$ cat config.mk
export PLATFORM = sky130hd
export DESIGN_NAME = krz_sysbus
export DESIGN_NICKNAME = d
export VERILOG_FILES = /design/src/rtl/krz_sysbus.sv
export SDC_FILE = /design/constraint.sdc
export NUM_CORES = 1
export LEC_CHECK = 0
export CORE_MARGIN = 4
export CORE_UTILIZATION = 40
export DETAILED_ROUTE_END_ITERATION = 16
export PLACE_DENSITY = 0.79
export RECOVER_POWER = 50
export REMOVE_ABC_BUFFERS = 1
export SYNTH_ARGS = -nofsm -noshare
export SYNTH_HDL_FRONTEND = slang
export SYNTH_SLANG_ARGS = --single-unit
$ cat constraint.sdc
create_clock -name clk -period 2.5 [get_ports clk]
set_input_delay 0.25 -clock clk [delete_from_list [all_inputs] [get_ports clk]]
set_output_delay 0.25 -clock clk [all_outputs]
set_load 0.005 [all_outputs]
$ cat src/rtl/krz_sysbus.sv
// rtl/krz_sysbus.sv - system-bus bridge with four 1MB slave slots, timeout and error counting
module krz_sysbus #(
   parameter int unsigned TIMEOUT = 255
) (
   input  logic         clk,
   input  logic         rstz,
   input  logic [23:0]  sys_adr_i,
   input  logic [31:0]  sys_dat_i,
   output logic [31:0]  sys_dat_o,
   input  logic         sys_we_i,
   input  logic [3:0]   sys_sel_i,
   input  logic         sys_stb_i,
   output logic         sys_ack_o,
   output logic [23:0]  s_adr_o,
   output logic [31:0]  s_dat_o,
   output logic         s_we_o,
   output logic [3:0]   s_sel_o,
   output logic [3:0]   s_stb_o,
   input  logic [127:0] s_dat_i,
   input  logic [3:0]   s_ack_i,
   output logic         err_o,
   output logic [7:0]   err_cnt
);

   typedef enum logic [1:0] {
      ST_IDLE,
      ST_WAIT,
      ST_ACK,
      ST_HOLD
   } state_t;

   localparam logic [7:0] TIMEOUT_C = 8'(TIMEOUT);

   state_t      state_q, state_d;
   logic [23:0] adr_q, adr_d;
   logic [31:0] dat_q, dat_d;
   logic        we_q, we_d;
   logic [3:0]  sel_q, sel_d;
   logic [1:0]  slot_q, slot_d;
   logic [31:0] rdata_q, rdata_d;
   logic        err_q, err_d;
   logic [7:0]  cnt_q, cnt_d;
   logic [7:0]  err_cnt_q, err_cnt_d;

   logic [7:0]  cnt_inc;
   logic [6:0]  rd_base;
   logic [31:0] slot_rdata;

   assign cnt_inc    = cnt_q + 8'd1;
   assign rd_base    = {slot_q, 5'd0};
   assign slot_rdata = s_dat_i[rd_base +: 32];

   // Next-state and capture logic for the single outstanding transaction
   always_comb begin
      state_d   = state_q;
      adr_d     = adr_q;
      dat_d     = dat_q;
      we_d      = we_q;
      sel_d     = sel_q;
      slot_d    = slot_q;
      rdata_d   = rdata_q;
      err_d     = err_q;
      cnt_d     = cnt_q;
      err_cnt_d = err_cnt_q;
      unique case (state_q)
         ST_IDLE: begin
            if (sys_stb_i) begin
               adr_d  = sys_adr_i;
               dat_d  = sys_dat_i;
               we_d   = sys_we_i;
               sel_d  = sys_sel_i;
               slot_d = sys_adr_i[21:20];
               cnt_d  = 8'd0;
               err_d  = 1'b0;
               if (sys_adr_i[22]) begin
                  // Unmapped: complete immediately with an error and zero data
                  rdata_d = 32'd0;
                  err_d   = 1'b1;
                  state_d = ST_ACK;
               end else begin
                  state_d = ST_WAIT;
               end
            end
         end
         ST_WAIT: begin
            cnt_d = cnt_inc;
            if (s_ack_i[slot_q]) begin
               rdata_d = slot_rdata;
               state_d = ST_ACK;
            end else if (cnt_inc == TIMEOUT_C) begin
               rdata_d = 32'd0;
               err_d   = 1'b1;
               state_d = ST_ACK;
            end
         end
         ST_ACK: begin
            if (err_q && (err_cnt_q != 8'hFF)) begin
               err_cnt_d = err_cnt_q + 8'd1;
            end
            state_d = ST_HOLD;
         end
         ST_HOLD: begin
            // Master strobe is still high here; it must not start a new request
            state_d = ST_IDLE;
         end
         default: state_d = ST_IDLE;
      endcase
   end

   // State and datapath registers with synchronous active-low reset
   always_ff @(posedge clk) begin
      if (!rstz) begin
         state_q   <= ST_IDLE;
         adr_q     <= 24'd0;
         dat_q     <= 32'd0;
         we_q      <= 1'b0;
         sel_q     <= 4'd0;
         slot_q    <= 2'd0;
         rdata_q   <= 32'd0;
         err_q     <= 1'b0;
         cnt_q     <= 8'd0;
         err_cnt_q <= 8'd0;
      end else begin
         state_q   <= state_d;
         adr_q     <= adr_d;
         dat_q     <= dat_d;
         we_q      <= we_d;
         sel_q     <= sel_d;
         slot_q    <= slot_d;
         rdata_q   <= rdata_d;
         err_q     <= err_d;
         cnt_q     <= cnt_d;
         err_cnt_q <= err_cnt_d;
      end
   end

   assign s_adr_o   = adr_q;
   assign s_dat_o   = dat_q;
   assign s_we_o    = we_q;
   assign s_sel_o   = sel_q;
   assign s_stb_o   = (state_q == ST_WAIT) ? (4'b0001 << slot_q) : 4'b0000;
   assign sys_ack_o = (state_q == ST_ACK);
   assign err_o     = (state_q == ST_ACK) && err_q;
   assign sys_dat_o = rdata_q;
   assign err_cnt   = err_cnt_q;

endmodule

Yosys cells after proc, flatten, opt, wreduce, memory -nomap -nowiden
Index checks and enable logic that the tools add are counted.
{ "word_totals": {"reg_bits": 114, "elab_cells": 55, "output_inout_bits": 107, "input_bits": 196} }
{ "classes": {"reduce_logical": 10, "n_shift": 2, "n_addsub": 2, "n_lt_le_gt_ge": 1, "muxes": 20, "n_eq_ne": 10} }
{ "ops": {"columns": ["cell", "n"], "rows": [
  ["32-bit 2-to-1 mux", 4],
  ["128-bit by 8-bit indexed part select with 32-bit output", 1],
  ["32-bit one-hot mux with 2 select lines", 1],
  ["8-bit by 1-bit adder with 8-bit output, second input constant", 2],
  ["8-bit one-hot mux with 2 select lines", 1],
  ["8-bit equality test, second input constant", 1],
  ["2-bit 2-to-1 mux", 4],
  ["8-bit 2-to-1 mux", 1],
  ["2-bit != test, second input constant", 4],
  ["8-bit != test, second input constant", 1],
  ["2-bit one-hot mux with 4 select lines", 1],
  ["2-bit AND reduction", 4],
  ["4-bit AND reduction", 2],
  ["1-bit 2-to-1 mux", 5],
  ["2-bit equality test, second input constant", 2],
  ["4-bit 2-to-1 mux", 1],
  ["1-bit by 2-bit left shift with 4-bit output, first input constant", 1],
  ["2-bit by 3-bit less-than comparator with 1-bit output, second input constant", 1],
  ["3-bit != test, second input constant", 1],
  ["1-bit binary-select mux with 2-bit select", 1],
  ["2-bit by 1-bit equality test with 1-bit output, second input constant", 1],
  ["1-bit logical AND", 2],
  ["2-bit logical NOT", 1],
  ["1-bit one-hot mux with 2 select lines", 1],
  ["2-bit nonzero test", 1]
]} }

Logic depth before layout (Yosys ltp)
Gate-level depths: netlist of run 1.
{ "logic_depth": {"ltp_word": 5, "depth_mapped": 9, "mapped_depth_nobuf": 7} }

Worst setup path after synthesis of run 1
OpenSTA, ideal clock, no wires.
{ "synth_timing": {"path_kind": "register to register", "start": "register state_q[0]", "end": "register err_q", "required_time_ns": 2.378, "t_arrival_ns": 1.749, "synth_period_minus_slack_ns": 1.871, "setup_time_ns": 0.122, "stages_incl_launch_ff": 9, "n_path_buf": 2, "setup_slack_ns": 0.629, "cell_sequence": "dfxtp_1 -> inv_1 -> ha_1 -> buf_2 -> and2_1 -> buf_2 -> nor2_1 -> nor4_1 -> o311a_1"} }
{ "synth_via": {"elab_chain_len": 3, "elab_cells_between_ends": 8, "classes_between": "eq/ne: 4; mux: 1; reduce/logical: 3"} }
{ "synth_rtl": {"columns": ["element", "line_no", "source"], "rows": [
  ["start: declaration", "34", "state_t state_q, state_d;"],
  ["start signal: assignment", "124", "state_q <= state_d;"],
  ["2-bit by 1-bit equality test with 1-bit output / 2-bit logical NOT (equally long branches)", "65", "unique case (state_q)"],
  ["2-bit != test (no line) / 2-bit nonzero test (equally long branches)", null, null],
  ["4-bit AND reduction (no line)", null, null],
  ["end signal: assignment", "131", "err_q <= err_d;"],
  ["end: declaration", "41", "logic err_q, err_d;"]
]} }
Parallel ways exist; a longest one is shown, timed or not.
A chain may end at the register's enable or synchronous reset.

Worst setup path after layout of run 1
{ "layout_timing": {"start": "register state_q[1]", "end": "output s_stb_o[0]"} }
{ "layout_via": {"elab_chain_len": 2} }
{ "layout_rtl": {"columns": ["element", "line_no", "source"], "rows": [
  ["2-bit by 1-bit equality test with 1-bit output", "141", "assign s_stb_o = (state_q == ST_WAIT) ? (4'b0001 << slot_q) : 4'b0000;"],
  ["4-bit 2-to-1 mux", "141", null],
  ["end: declaration", "18", "output logic [3:0] s_stb_o,"]
]} }
Every way passes these cells.

==> impl_metrics.toml, run 1 <==
[worst_setup_path]
crit_type = "flip-flop to primary output"
arrival_ns = 1.94
cp-end-kind = "primary output"
cp.required_ns = 2.25
cp-start-kind = "flip-flop"
path_max_fanout = 12

[sta]
timing.slew.headroom_pct = 40.5
fmax_mhz = 457
finalHoldViolCount = 0
clock_skew_ns = 0.00727
drv_slew = 0
tightest_slew_ns = 0.890
min_period_ns = 2.19
fin_crit_sh_pct = 87.5
rsz0062_at_grt = "no"
final.setup.worst_slack_ns = 0.313
setup_viol = 0

[clocking]
cts.sink_count = 112
clk_pin_slew_ns = 0.07
cts_inserted_buffers = 9
clockBufferDepth = 2
cts_max_level = 3
clockRootBuffer = "clkbuf_16"
worst_skew_pair.late_latency_ns = 0.35
hold_buffers = 0
cts_setup_buffers = 0
cts_tree = "done"
cts_resized = 0

[finish]
diodes = 0
area_delta_synth_final_pct = 60.0
layout_common_cells = "202 x clkdlybuf4s50_1, 173 x nand2_1, 110 x dfxtp_1"
final_nets = 1117
final_common_cell = "clkdlybuf4s50_1"
drive_gt1_share_pct = 8.15

[floorplan]
die_h_um = 128
start_util_pct = 41.2
core_area_mm2 = 0.0140
num_rows = 43
die_area_mm2 = 0.0164
die_x_um = 128
io_pins = 303

[place]
place_ws_ns = 0.386
hpwl_mm = 14.1
io_buffers = 302
gp_congestion = 0.772

[power]
total_power_mw = 5.72
vdd_drop_max_v = 0.000383
switching_power_mw = 1.75
sequentialPowerShare_pct = 37.6
p_int_mw = 3.97
power.leakage_nw = 3.51
pwr-share-comb_pct = 35.5
power_density_mw_per_mm2 = 620
clockPowerShare_pct = 26.9
switching_share_pct = 30.6

[synthesis]
syn_avg_cell_area_um2 = 8.99
synthDistinctLibCells = 49
synth_top_family_by_area = "simple AND/OR/NAND/NOR gates"
yosysWarnings = 0
synth_fa_ha_area_share_pct = 1.30
yosys.area_share.simple_pct = 21.2
synth_cells = 641
ys_seq_area_share_pct = 38.9
muxShareOfSynthArea_pct = 13.7
ys_seq_elements = 112
synth_xor_area_share_pct = 1.06
syn-cell-area_mm2 = 0.00576
synth_compound_area_share_pct = 18.9

[grt]
grt_use_total_pct = 21.8
overflow = 0
grt_first_pass_wirelength_mm = 28.0
grt_pass1_vias = 5535
grt_max_degree = 62
antenna_found_initial = 0

[job]
drv_cap = 0

[routing]
wire_per_inst_um = 16.8
dr.pass1.iters = 4
drt_iter0_drc = 251
vias = 5631
drc = 0
vias_per_cell = 5.12
drt_wl_total_mm = 18.5
ant_nets = 0

[outcome]
status = "completed"

[worst_hold_path]
hold_class = "input port to flip-flop"
[registers in the layout, indices dropped and copies added, names as in the netlist]
name       count
s_dat_o       32
sys_dat_o     32
s_adr_o       24
cnt_q          8
err_cnt        8
s_sel_o        4
state_q        2
err_q          1
s_we_o         1
[worst max-delay path, stage by stage, from the launching register on]
cell             delay, ns
dfxtp_1               0.33
inv_1                 0.08
ha_1                  0.41
nor3b_1               0.23
clkdlybuf4s50_1       0.54
[kinds of logic (layout without fill, tap and decap cells)]
family / count (synthesis) / in the layout
AO/OA/AOI/OAI: 159 / 159
multiplexers: 35 / 35
AND/OR/NAND/NOR: 264 / 264
flip-flops: 112 / 112
adder cells (fa/ha/maj): 6 / 6
XOR/XNOR: 7 / 7
buffers and inverters: 58 / 337
[metrics by stage]
stage	utilization (%)	hold WS, ns	area (µm²)	setup TNS, ns	cells
final	65.9	0.340	9220	0	1100
after global routing	65.9	0.364	9220	0	1100
after CTS	65.9	0.325	9220	0	1100
after detailed placement	63.7	0.456	8910	0	1084
after global placement	63.7	0.448	8910	0	1084
after floorplan	-	0.372	5500	-20.27	588
[cell usage after synthesis (all sizes together)]
| master | instances | share of area (%) |
|---|---|---|
| nand3b | 1 | 0.13 |
| nand3 | 8 | 0.69 |
| o22a | 1 | 0.15 |
| o22ai | 1 | 0.11 |
| nand4 | 4 | 0.54 |
| a21o | 2 | 0.26 |
| mux2 | 2 | 0.39 |
| dfxtp | 112 | 39 |
| clkbuf | 35 | 2.3 |
| o21ai | 42 | 4.1 |
| nand2 | 174 | 11 |
| o221ai | 1 | 0.15 |
| nor3 | 4 | 0.35 |
| mux4 | 33 | 13 |
| a21boi | 65 | 8.5 |
| a31oi | 32 | 3.5 |
| a41oi | 1 | 0.15 |
| and4 | 1 | 0.20 |
| and3 | 2 | 0.22 |
| o21a | 2 | 0.26 |
| ha | 6 | 1.3 |
| inv | 5 | 0.33 |
| o211ai | 3 | 0.39 |
| o2111ai | 1 | 0.15 |
| o211a | 1 | 0.17 |
| a22oi | 4 | 0.52 |
| a21oi | 1 | 0.15 |
| buf | 18 | 2.3 |
| a21bo | 1 | 0.17 |
| xnor2 | 4 | 0.61 |
| o311a | 1 | 0.17 |
| nor4 | 2 | 0.48 |
| nor2b | 40 | 4.3 |
| xor2 | 3 | 0.46 |
| nor3b | 3 | 0.48 |
| or3 | 2 | 0.22 |
| nor2 | 10 | 0.65 |
| nand2b | 2 | 0.22 |
| and2 | 10 | 1.1 |
| and4bb | 1 | 0.28 |
[per-layer routing]
metal	GRT usage, %	vias to the layer above	part of all wire (%)
met1	23.5	2582	38
met2	40.7	219	52
met5	0	-	0
met4	9.18	0	3.3
met3	5.00	35	6.6
li1	-	2795	-
[power by group through the flow]
stage | clock network [mW] | registers, mW | logic, mW
6_report | 1.54 | 2.15 | 2.03
5_1_grt | 1.63 | 2.19 | 2.23
4_1_cts | 1.57 | 2.17 | 2.13
3_5_place_dp | 0 | 2.20 | 2.12
3_3_place_gp | 0 | 2.19 | 2.11
2_1_floorplan | 0 | 2.26 | 0.878
[final cells by class]
class / count / area, µm²
inverter: 5 / 18.8
fill: 1191 / 4770
timing repair buffer: 316 / 3160
tap: 180 / 225
multi-input combinational: 471 / 3260
clock inverter: 5 / 81.3
clock buffer: 11 / 233
sequential: 112 / 2240
[final timing paths]
path	from	end	slack, ns	cells after the start
setup reg to reg	state_q[0]	state_q[1]	0.39	8
hold reg to reg	s_adr_o[17]	s_adr_o[17]	0.46	2
hold / removal	rstz	sys_dat_o[12]	0.34	3
setup / recovery	state_q[1]	s_stb_o[0]	0.31	4
No activity file was read; power rests on OpenSTA's default activity.
==> run 2: changes to the inputs <==
CORE_AREA = 2 2 117 119   (was default)
CORE_MARGIN = default   (was 4)
CORE_UTILIZATION = default   (was 40)
DIE_AREA = 0 0 119 121   (was default)
DONT_BUFFER_PORTS = 1   (was default)
PLACE_DENSITY = 0.57   (was 0.79)
==> impl_metrics.toml, run 2 (synthesis results as in run 1) <==
[clocking]
hold_buffers = 0
cts_setup_buffers = 0
cts_resized = 0
cts_inserted_buffers = 9
cts.sink_count = 112
clk_pin_slew_ns = 0.08
clockBufferDepth = 2
cts_max_level = 3
cts_tree = "done"
clockRootBuffer = "clkbuf_16"
worst_skew_pair.late_latency_ns = 0.35

[finish]
drive_gt1_share_pct = 11.4
area_delta_synth_final_pct = 6.53
final_nets = 810
design_area_mm2 = 0.00614
layout_common_cells = "173 x nand2_1, 110 x dfxtp_1, 65 x a21boi_0"
final_common_cell = "nand2_1"

[power]
power.leakage_nw = 2.03
pwr-share-comb_pct = 25.9
clockPowerShare_pct = 28.4
power_density_mw_per_mm2 = 797
switching_power_mw = 1.65
switching_share_pct = 33.8
vdd_drop_max_v = 0.000280
p_int_mw = 3.24
sequentialPowerShare_pct = 45.7

[worst_setup_path]
path_buf_inv = 1
cp-start-kind = "flip-flop"
path_max_fanout = 32
crit_path_cell_trace = "inv_1 -> ha_1 -> and2_0 -> a21oi_4 -> a31oi_1 -> o21ai_0"
r2r-end = "sys_dat_o[0]"
path_delay_family = "compound AO/OA/AOI/OAI gates"
regToRegSetupSlack_ns = 0.35
arrival_ns = 2.42
reg2reg_depth = 6
reg2reg_from = "state_q[0]"
cp-end-kind = "flip-flop"
cp.required_ns = 2.77
cpPeakStageDelay_ns = 0.72
slowest_stage = "a21oi_4"
crit_type = "flip-flop to flip-flop"

[sta]
rsz0062_at_grt = "no"
timing.slew.headroom_pct = 40.8
fmax_mhz = 465
fin_crit_sh_pct = 86.0
finalSetupTns_ns = 0
clock_skew_ns = 0.0104
min_period_ns = 2.15
setup_viol = 0
finalHoldViolCount = 0
tightest_slew_ns = 0.885
drv_slew = 0

[routing]
drt_wl_total_mm = 15.7
drc = 0
wire_per_inst_um = 19.8
ant_nets = 0
vias_per_cell = 5.81
drt_iter0_drc = 213
vias = 4600
dr.pass1.iters = 5

[place]
io_buffers = 0
gp_congestion = 0.861
placed_area_mm2 = 0.00585
hpwl_mm = 11.5

[worst_hold_path]
hold_depth = 2
worstHoldStart = "sys_adr_i[1]"
hold_class = "input port to flip-flop"
whs_endpoint = "s_adr_o[1]"

[grt]
grt_first_pass_wirelength_mm = 23.7
grt_pass1_vias = 4369
overflow = 0
antenna_found_initial = 4
grt_use_total_pct = 21.1
grt_max_degree = 150

[floorplan]
core_area_mm2 = 0.0131
io_pins = 303
die_x_um = 119
die_area_mm2 = 0.0144
num_rows = 42
die_h_um = 121
start_util_pct = 44.1

[outcome]
status = "completed"

[job]
drv_cap = 0
run 2: power groups by stage:
stage	logic [mW]	clock network, mW	registers, mW
4_1_cts	1.29	1.45	2.25
5_1_grt	1.43	1.52	2.27
3_5_place_dp	1.29	0	2.29
3_3_place_gp	1.25	0	2.28
2_1_floorplan	0.878	0	2.26
6_report	1.27	1.39	2.24
run 2: worst max path at each step:
stage	cells after the start	startpoint	slack [ns]	end
2_1_floorplan	5	s_adr_o[20]	-0.61	sys_dat_o[10]
3_3_place_gp	6	state_q[0]	0.44	sys_dat_o[8]
3_5_place_dp	6	state_q[0]	0.34	sys_dat_o[0]
4_1_cts	6	state_q[0]	0.32	sys_dat_o[0]
5_1_grt	6	state_q[0]	0.13	sys_dat_o[19]
6_report	6	state_q[0]	0.35	sys_dat_o[0]
run 2: worst register-to-register path, stage by stage (launching register included):
cell     delay (ns)
dfxtp_1        0.39
inv_1          0.08
ha_1           0.31
and2_0         0.25
a21oi_4        0.72
a31oi_1        0.20
o21ai_0        0.12
run 2: layout make-up:
cell class | count | area (µm²)
inverters | 5 | 18.8
well taps | 176 | 220
clock inverters | 7 | 66.3
flip-flops and latches | 112 | 2240
clock buffers | 9 | 225
repair buffers | 9 | 103
diodes | 3 | 7.51
fillers | 1249 | 6940
multi-input cells | 471 | 3260
run 2: per-layer routing:
metal  GRT usage (%)  part of all wire [%]  vias up
li1                -                     -     2190
met1            24.0                    38     2157
met3            6.20                   8.9       15
met2            37.5                    51      238
met4            7.66                   1.8        0
met5               0                     0        -
run 2: metrics by stage:
stage | hold slack [ns] | setup WS, ns | power, mW | std cells | util [%]
3_3_place_gp | 0.395 | 0.444 | 3.52 | 773 | 44.7
5_1_grt | 0.0273 | 0.127 | 5.22 | 790 | 46.9
6_report | 0.0397 | 0.351 | 4.90 | 792 | 46.9
2_1_floorplan | 0.372 | -0.609 | 3.14 | 588 | -
3_5_place_dp | 0.400 | 0.335 | 3.58 | 773 | 44.7
4_1_cts | 0.0239 | 0.317 | 4.98 | 789 | 46.9
